===== config.mk =====
export PLATFORM = sky130hd
export DESIGN_NAME = motion_step_driver
export DESIGN_NICKNAME = d
export VERILOG_FILES = /design/src/rtl/motion_step_driver.sv
export SDC_FILE = /design/constraint.sdc
export NUM_CORES = 1
export LEC_CHECK = 0
export CAP_MARGIN = 20
export CORE_MARGIN = 8
export CORE_UTILIZATION = 28
export CTS_CLUSTER_SIZE = 24
export DETAILED_ROUTE_END_ITERATION = 6
export GPL_ROUTABILITY_DRIVEN = 1
export HOLD_SLACK_MARGIN = 0.06
export SKIP_CTS_REPAIR_TIMING = 1
export SYNTH_ARGS = -nofsm -noshare
export SYNTH_HDL_FRONTEND = slang
export SYNTH_SLANG_ARGS = --single-unit

===== constraint.sdc =====
create_clock -name clk -period 6.8 [get_ports clk]
set_input_delay 0.68 -clock clk [delete_from_list [all_inputs] [get_ports clk]]
set_output_delay 0.68 -clock clk [all_outputs]
set_load 0.01 [all_outputs]

===== src/rtl/motion_step_driver.sv =====
// motion_step_driver: latches a signed relative XY move plus a pen (servo)
// target, optionally waits for the servo to settle, then paces step/dir
// pulses on both axes concurrently and signals completion with a one-cycle
// stepper_done_out pulse.
// Optional build macro: MOTION_POSITION_TRACK_EN adds signed position
// counters pos_x_out / pos_y_out (POS_BITS wide) updated on every step.
`timescale 1ns/1ps

package Servo_p;
  typedef enum logic [0:0] {
    SERVO_POS_DOWN = 1'b0,
    SERVO_POS_UP   = 1'b1
  } ServoPosition_t;
endpackage

module motion_step_driver #(
  parameter int STEPPER_X_BITS    = 16,
  parameter int STEPPER_Y_BITS    = 16,
  parameter int STEP_PERIOD_CLKS  = 4,
  parameter int SERVO_SETTLE_CLKS = 8
`ifdef MOTION_POSITION_TRACK_EN
  , parameter int POS_BITS        = 24
`endif
) (
  input  logic                        clk,
  input  logic                        reset,
  input  logic                        trigger_in,
  input  logic [STEPPER_X_BITS-1:0]   num_steps_x_in,
  input  logic [STEPPER_Y_BITS-1:0]   num_steps_y_in,
  input  Servo_p::ServoPosition_t     servo_pos_in,
  output Servo_p::ServoPosition_t     servo_pos_out,
  output logic                        step_x_out,
  output logic                        dir_x_out,
  output logic                        step_y_out,
  output logic                        dir_y_out,
  output logic                        busy_out,
  output logic                        stepper_done_out
`ifdef MOTION_POSITION_TRACK_EN
  , output logic signed [POS_BITS-1:0] pos_x_out
  , output logic signed [POS_BITS-1:0] pos_y_out
`endif
);

  localparam logic [1:0] ST_IDLE   = 2'd0;
  localparam logic [1:0] ST_SETTLE = 2'd1;
  localparam logic [1:0] ST_STEP   = 2'd2;
  localparam logic [1:0] ST_DONE   = 2'd3;

  // Tick counter spans 0..P-1; settle counter spans 0..S-1 (width kept >= 1).
  localparam int TICK_W   = (STEP_PERIOD_CLKS > 1) ? $clog2(STEP_PERIOD_CLKS) : 1;
  localparam int SETTLE_W = $clog2(SERVO_SETTLE_CLKS + 1);

  localparam logic [TICK_W-1:0]   TICK_LAST   = TICK_W'(STEP_PERIOD_CLKS - 1);
  localparam logic [SETTLE_W-1:0] SETTLE_INIT = SETTLE_W'(SERVO_SETTLE_CLKS - 1);

  logic [1:0]                  state_q, state_d;
  logic [STEPPER_X_BITS-1:0]   rem_x_q, rem_x_d;
  logic [STEPPER_Y_BITS-1:0]   rem_y_q, rem_y_d;
  logic                        dir_x_q, dir_x_d;
  logic                        dir_y_q, dir_y_d;
  logic [TICK_W-1:0]           tick_q, tick_d;
  logic [SETTLE_W-1:0]         settle_q, settle_d;
  Servo_p::ServoPosition_t     servo_q, servo_d;

  // Magnitudes of the requested move; the most negative value maps to
  // 2^(B-1), which still fits in the unsigned B-bit counter.
  logic [STEPPER_X_BITS-1:0]   abs_x;
  logic [STEPPER_Y_BITS-1:0]   abs_y;
  logic                        tick_zero;

  assign abs_x = num_steps_x_in[STEPPER_X_BITS-1]
               ? (~num_steps_x_in + STEPPER_X_BITS'(1)) : num_steps_x_in;
  assign abs_y = num_steps_y_in[STEPPER_Y_BITS-1]
               ? (~num_steps_y_in + STEPPER_Y_BITS'(1)) : num_steps_y_in;
  assign tick_zero = (tick_q == '0);

  // Next-state logic for the move sequencer.
  always_comb begin
    state_d  = state_q;
    rem_x_d  = rem_x_q;
    rem_y_d  = rem_y_q;
    dir_x_d  = dir_x_q;
    dir_y_d  = dir_y_q;
    tick_d   = tick_q;
    settle_d = settle_q;
    servo_d  = servo_q;
    case (state_q)
      ST_IDLE: begin
        if (trigger_in) begin
          rem_x_d = abs_x;
          rem_y_d = abs_y;
          dir_x_d = num_steps_x_in[STEPPER_X_BITS-1];
          dir_y_d = num_steps_y_in[STEPPER_Y_BITS-1];
          if (servo_pos_in != servo_q) begin
            servo_d  = servo_pos_in;
            settle_d = SETTLE_INIT;
            state_d  = ST_SETTLE;
          end else begin
            tick_d  = TICK_W'(1);
            state_d = ST_STEP;
          end
        end
      end
      ST_SETTLE: begin
        if (settle_q == '0) begin
          tick_d  = TICK_W'(1);
          state_d = ST_STEP;
        end else begin
          settle_d = settle_q - SETTLE_W'(1);
        end
      end
      ST_STEP: begin
        tick_d = (tick_q == TICK_LAST) ? '0 : tick_q + TICK_W'(1);
        if (tick_zero) begin
          if (rem_x_q != '0) rem_x_d = rem_x_q - STEPPER_X_BITS'(1);
          if (rem_y_q != '0) rem_y_d = rem_y_q - STEPPER_Y_BITS'(1);
          if ((rem_x_q == '0) && (rem_y_q == '0)) state_d = ST_DONE;
        end
      end
      ST_DONE: begin
        tick_d  = '0;
        state_d = ST_IDLE;
      end
      default: begin
        state_d = ST_IDLE;
      end
    endcase
  end

  // State registers; reset aborts any move in progress without a done pulse.
  always_ff @(posedge clk) begin
    if (reset) begin
      state_q  <= ST_IDLE;
      rem_x_q  <= '0;
      rem_y_q  <= '0;
      dir_x_q  <= 1'b0;
      dir_y_q  <= 1'b0;
      tick_q   <= '0;
      settle_q <= '0;
      servo_q  <= Servo_p::SERVO_POS_UP;
    end else begin
      state_q  <= state_d;
      rem_x_q  <= rem_x_d;
      rem_y_q  <= rem_y_d;
      dir_x_q  <= dir_x_d;
      dir_y_q  <= dir_y_d;
      tick_q   <= tick_d;
      settle_q <= settle_d;
      servo_q  <= servo_d;
    end
  end

  // Moore outputs decoded from registered state only.
  assign step_x_out       = (state_q == ST_STEP) && tick_zero && (rem_x_q != '0);
  assign step_y_out       = (state_q == ST_STEP) && tick_zero && (rem_y_q != '0);
  assign dir_x_out        = dir_x_q;
  assign dir_y_out        = dir_y_q;
  assign busy_out         = (state_q != ST_IDLE);
  assign stepper_done_out = (state_q == ST_DONE);
  assign servo_pos_out    = servo_q;

`ifdef MOTION_POSITION_TRACK_EN
  logic signed [POS_BITS-1:0] pos_x_q, pos_x_d;
  logic signed [POS_BITS-1:0] pos_y_q, pos_y_d;

  // Position follows each issued step; wraps modulo 2^POS_BITS.
  always_comb begin
    pos_x_d = pos_x_q;
    pos_y_d = pos_y_q;
    if (step_x_out) pos_x_d = dir_x_q ? (pos_x_q - POS_BITS'(1)) : (pos_x_q + POS_BITS'(1));
    if (step_y_out) pos_y_d = dir_y_q ? (pos_y_q - POS_BITS'(1)) : (pos_y_q + POS_BITS'(1));
  end

  // Position registers.
  always_ff @(posedge clk) begin
    if (reset) begin
      pos_x_q <= '0;
      pos_y_q <= '0;
    end else begin
      pos_x_q <= pos_x_d;
      pos_y_q <= pos_y_d;
    end
  end

  assign pos_x_out = pos_x_q;
  assign pos_y_out = pos_y_q;
`endif

endmodule


==> flow_summary_export.csv <==
group,metric,value,unit
route,drt_iter0_drc,250,
setup_path,endpoint_kind,"output pin",
yosys,yosysSeqAreaShare,25.62,%
grt,grt_overflow,0,
grt,grt_pass1_wl,16240,um
clocking,clk_pin_slew,0.06,ns
yosys,synth_seq_cells,43,
placement,place.port_buffers,42,
route,drt-total-wl,9696,um
timing,fin_skew,0.004772,ns
timing,rsz0062_at_grt,"no",
finish,syn2layout_area_growth,21.12,%
setup_path,cp.required,6.12,ns
timing,finalSetupViolCount,0,
finish,insertedDiodeCount,0,
placement,gp_congestion,0.8550,
floorplan,die_w,125.5,um
power,ir_worst_vdd,138.9,uV
route,drcViolationCount,0,
yosys,synth_top_area_share,25.62,%
timing,finalHoldViolCount,0,
setup_path,cpMostUsedCell,"nor2_1",
finish,num-fill-cells,1249,
timing,tns,0,ns
setup_path,worstPathMaxFanout,7,
floorplan,dieArea,0.01576,mm2
power,power,1.842,mW
run,drv_cap,0,
clocking,htreeDepth,2,
min_path,hp-class,"reg -> reg",
grt,antenna_found_initial,0,
clocking,cts-buffers-inserted,5,
yosys,syn_area,0.003359,mm2
yosys,syn-instance-count,460,
yosys,yosysTopAreaCell,"dfxtp_1",
timing,period_share,44.82,%
setup_path,path_delay_family,"simple AND/OR/NAND/NOR gates",
route,drt.antenna.violating_nets,0,
setup_path,start_kind,"flip-flop",
timing,setup_slack,3.752,ns
clocking,root_buffer,"clkbuf_16",
yosys,synth_warnings,0,
yosys,yosys-top-cells-count,"dfxtp_1, nor2_1, nand2_1, a21oi_1, o21ai_0",
setup_path,cpPeakStageDelay,0.48,ns
placement,dp_hpwl,6996,um
placement,pre_cts_ws,3.473,ns
floorplan,die_y,125.5,um
grt,grtUsageTotal,12.12,%
yosys,synthArstFlopShare,0,%
yosys,yosys.cell_types.count,55,
floorplan,core,0.01186,mm2
setup_path,cp_data_arrival_time,2.37,ns
floorplan,start_util,28.32,%
yosys,synthFlopType,"dfxtp_1",
clocking,clock_path_buffers,2,
power,leakagePower,1.424,nW
setup_path,crit_buf_inv,2,
yosys,syn_nets,507,
route,wl_per_cell,15.27,um
status,status,"finished, final reports clean",
finish,layout.nets,535,
yosys,synth.area.top_cells,"dfxtp_1, a21oi_1, nor2_1",
setup_path,slowest_stage,"clkdlybuf4s50_1",
timing,finalMaxSlewViolations,0,
route,viasPerCell,5.482,
grt,grt_start_max_net_pins,63,
clocking,clk_latency,0.28,ns
finish,drive_gt1_share,5.533,%
timing,max_freq,328.1,MHz
clocking,cts_sinks,43,
finish,fin_util,34.30,%
route,first_pass_iters,5,
floorplan,rows,40,
setup_path,crit_chain,"inv_1 > ha_1 > nor4b_4 > nand4_1 > nor2_1 > nor2_1 > clkdlybuf4s50_1",
floorplan,ios,43,
clocking,cts_tree,"built",
timing,whs,0.4579,ns
yosys,synth_edf_count,0,
timing,maxSlewHeadroom,48.18,%
setup_path,worst-setup-path-type,"reg -> out",
timing,finalCriticalPeriod,3.048,ns
grt,grt_pass1_vias,3317,
power,p_per_area,452.8,mW/mm2
timing,worst_pin_slew,0.7672,ns
route,vias,3481,
yosys,avgSynthCellArea,7.303,um2
report_power, final:
| group | internal (mW) | switching (mW) | total, mW |
|---|---|---|---|
| combinational | 0.426 | 0.686 | 1.11 |
| clock | 0.172 | 0.0996 | 0.271 |
| sequential | 0.352 | 0.108 | 0.459 |
| total | 0.949 | 0.893 | 1.84 |
cells in the final DEF (no fill, tap or decap), types with 4 or more instances in the layout:
cell type         n
a211o_1           4
a211oi_1          6
a21oi_1          34
a311oi_1          4
a31oi_1           5
a32o_1            4
buf_4             6
clkbuf_16         5
clkdlybuf4s50_1  42
dfxtp_1          43
ha_1             10
inv_1            25
mux2i_1           5
nand2_1          41
nand3_1          22
nand4_1           7
nor2_1           43
nor2b_1           7
nor3_1           15
nor4_1           11
o211ai_1          9
o21a_1            4
o21ai_0          29
o31ai_1          11
o32ai_1           6
o41ai_1           6
or3_1            12
or4_1             7
xnor2_1          14
xor2_1            8
worst reg2reg max path, stage by stage (launching register included):
cell,delay [ns]
dfxtp_1,0.33
inv_1,0.11
ha_2,0.17
buf_4,0.48
nor2_1,0.18
nor3_1,0.25
buf_4,0.23
o21a_1,0.44
nand2_1,0.35
o32ai_1,0.35
per-stage QoR:
stage | area [um2] | instances
2_1_floorplan | 3359 | 460
3_3_place_gp | 3910 | 628
3_5_place_dp | 3910 | 628
4_1_cts | 4069 | 635
5_1_grt | 4069 | 635
6_report | 4069 | 635
flip-flops by register name, summed over array words and instances (netlist names):
register,count
dir_x_out,1
dir_y_out,1
rem_x_q,16
rem_y_q,16
servo_pos_out,1
settle_q,4
state_q,2
tick_q,2
final cells by class:
type / instances / area (um2) / share of cell area (%)
Inverter: 25 / 93.84 / 2.306
Sequential cell: 43 / 860.8 / 21.16
Multi-Input combinational cell: 365 / 2306 / 56.67
Tap cell: 147 / 183.9 / 4.520
Clock inverter: 1 / 30.03 / 0.7380
Timing Repair Buffer: 48 / 465.4 / 11.44
Clock buffer: 6 / 128.9 / 3.167
logic make-up after synthesis:
| kind of cell | Yosys count | synth area share [%] |
|---|---|---|
| simple gates | 186 | 28.90 |
| xor+xnor | 22 | 5.736 |
| compound gates | 139 | 27.67 |
| buf+inv | 52 | 5.810 |
| flops | 43 | 25.62 |
| mux | 7 | 2.160 |
| fa+ha+maj | 11 | 4.097 |
worst paths after layout:
| kind | from | to | slack [ns] | depth (start not counted) |
|---|---|---|---|---|
| min | dir_x_out$_SDFFE_PP0P_ | dir_x_out$_SDFFE_PP0P_ | 0.46 | 2 |
| max reg2reg | state_q[0]$_SDFFE_PP0P_ | rem_x_q[4]$_SDFFE_PP0P_ | 3.82 | 9 |
| max | rem_x_q[0]$_SDFFE_PP0P_ | step_x_out | 3.75 | 7 |
| min reg2reg | dir_x_out$_SDFFE_PP0P_ | dir_x_out$_SDFFE_PP0P_ | 0.46 | 2 |
layer usage:
metal	up-vias	global-route usage, %	routed length [um]
met5	-	0	0
met4	0	4.226	127
met3	8	2.167	465
met2	92	19.26	4225
met1	1606	16.04	4878
li1	1775	-	-
Note: power is estimated with default switching activity, not from simulation.
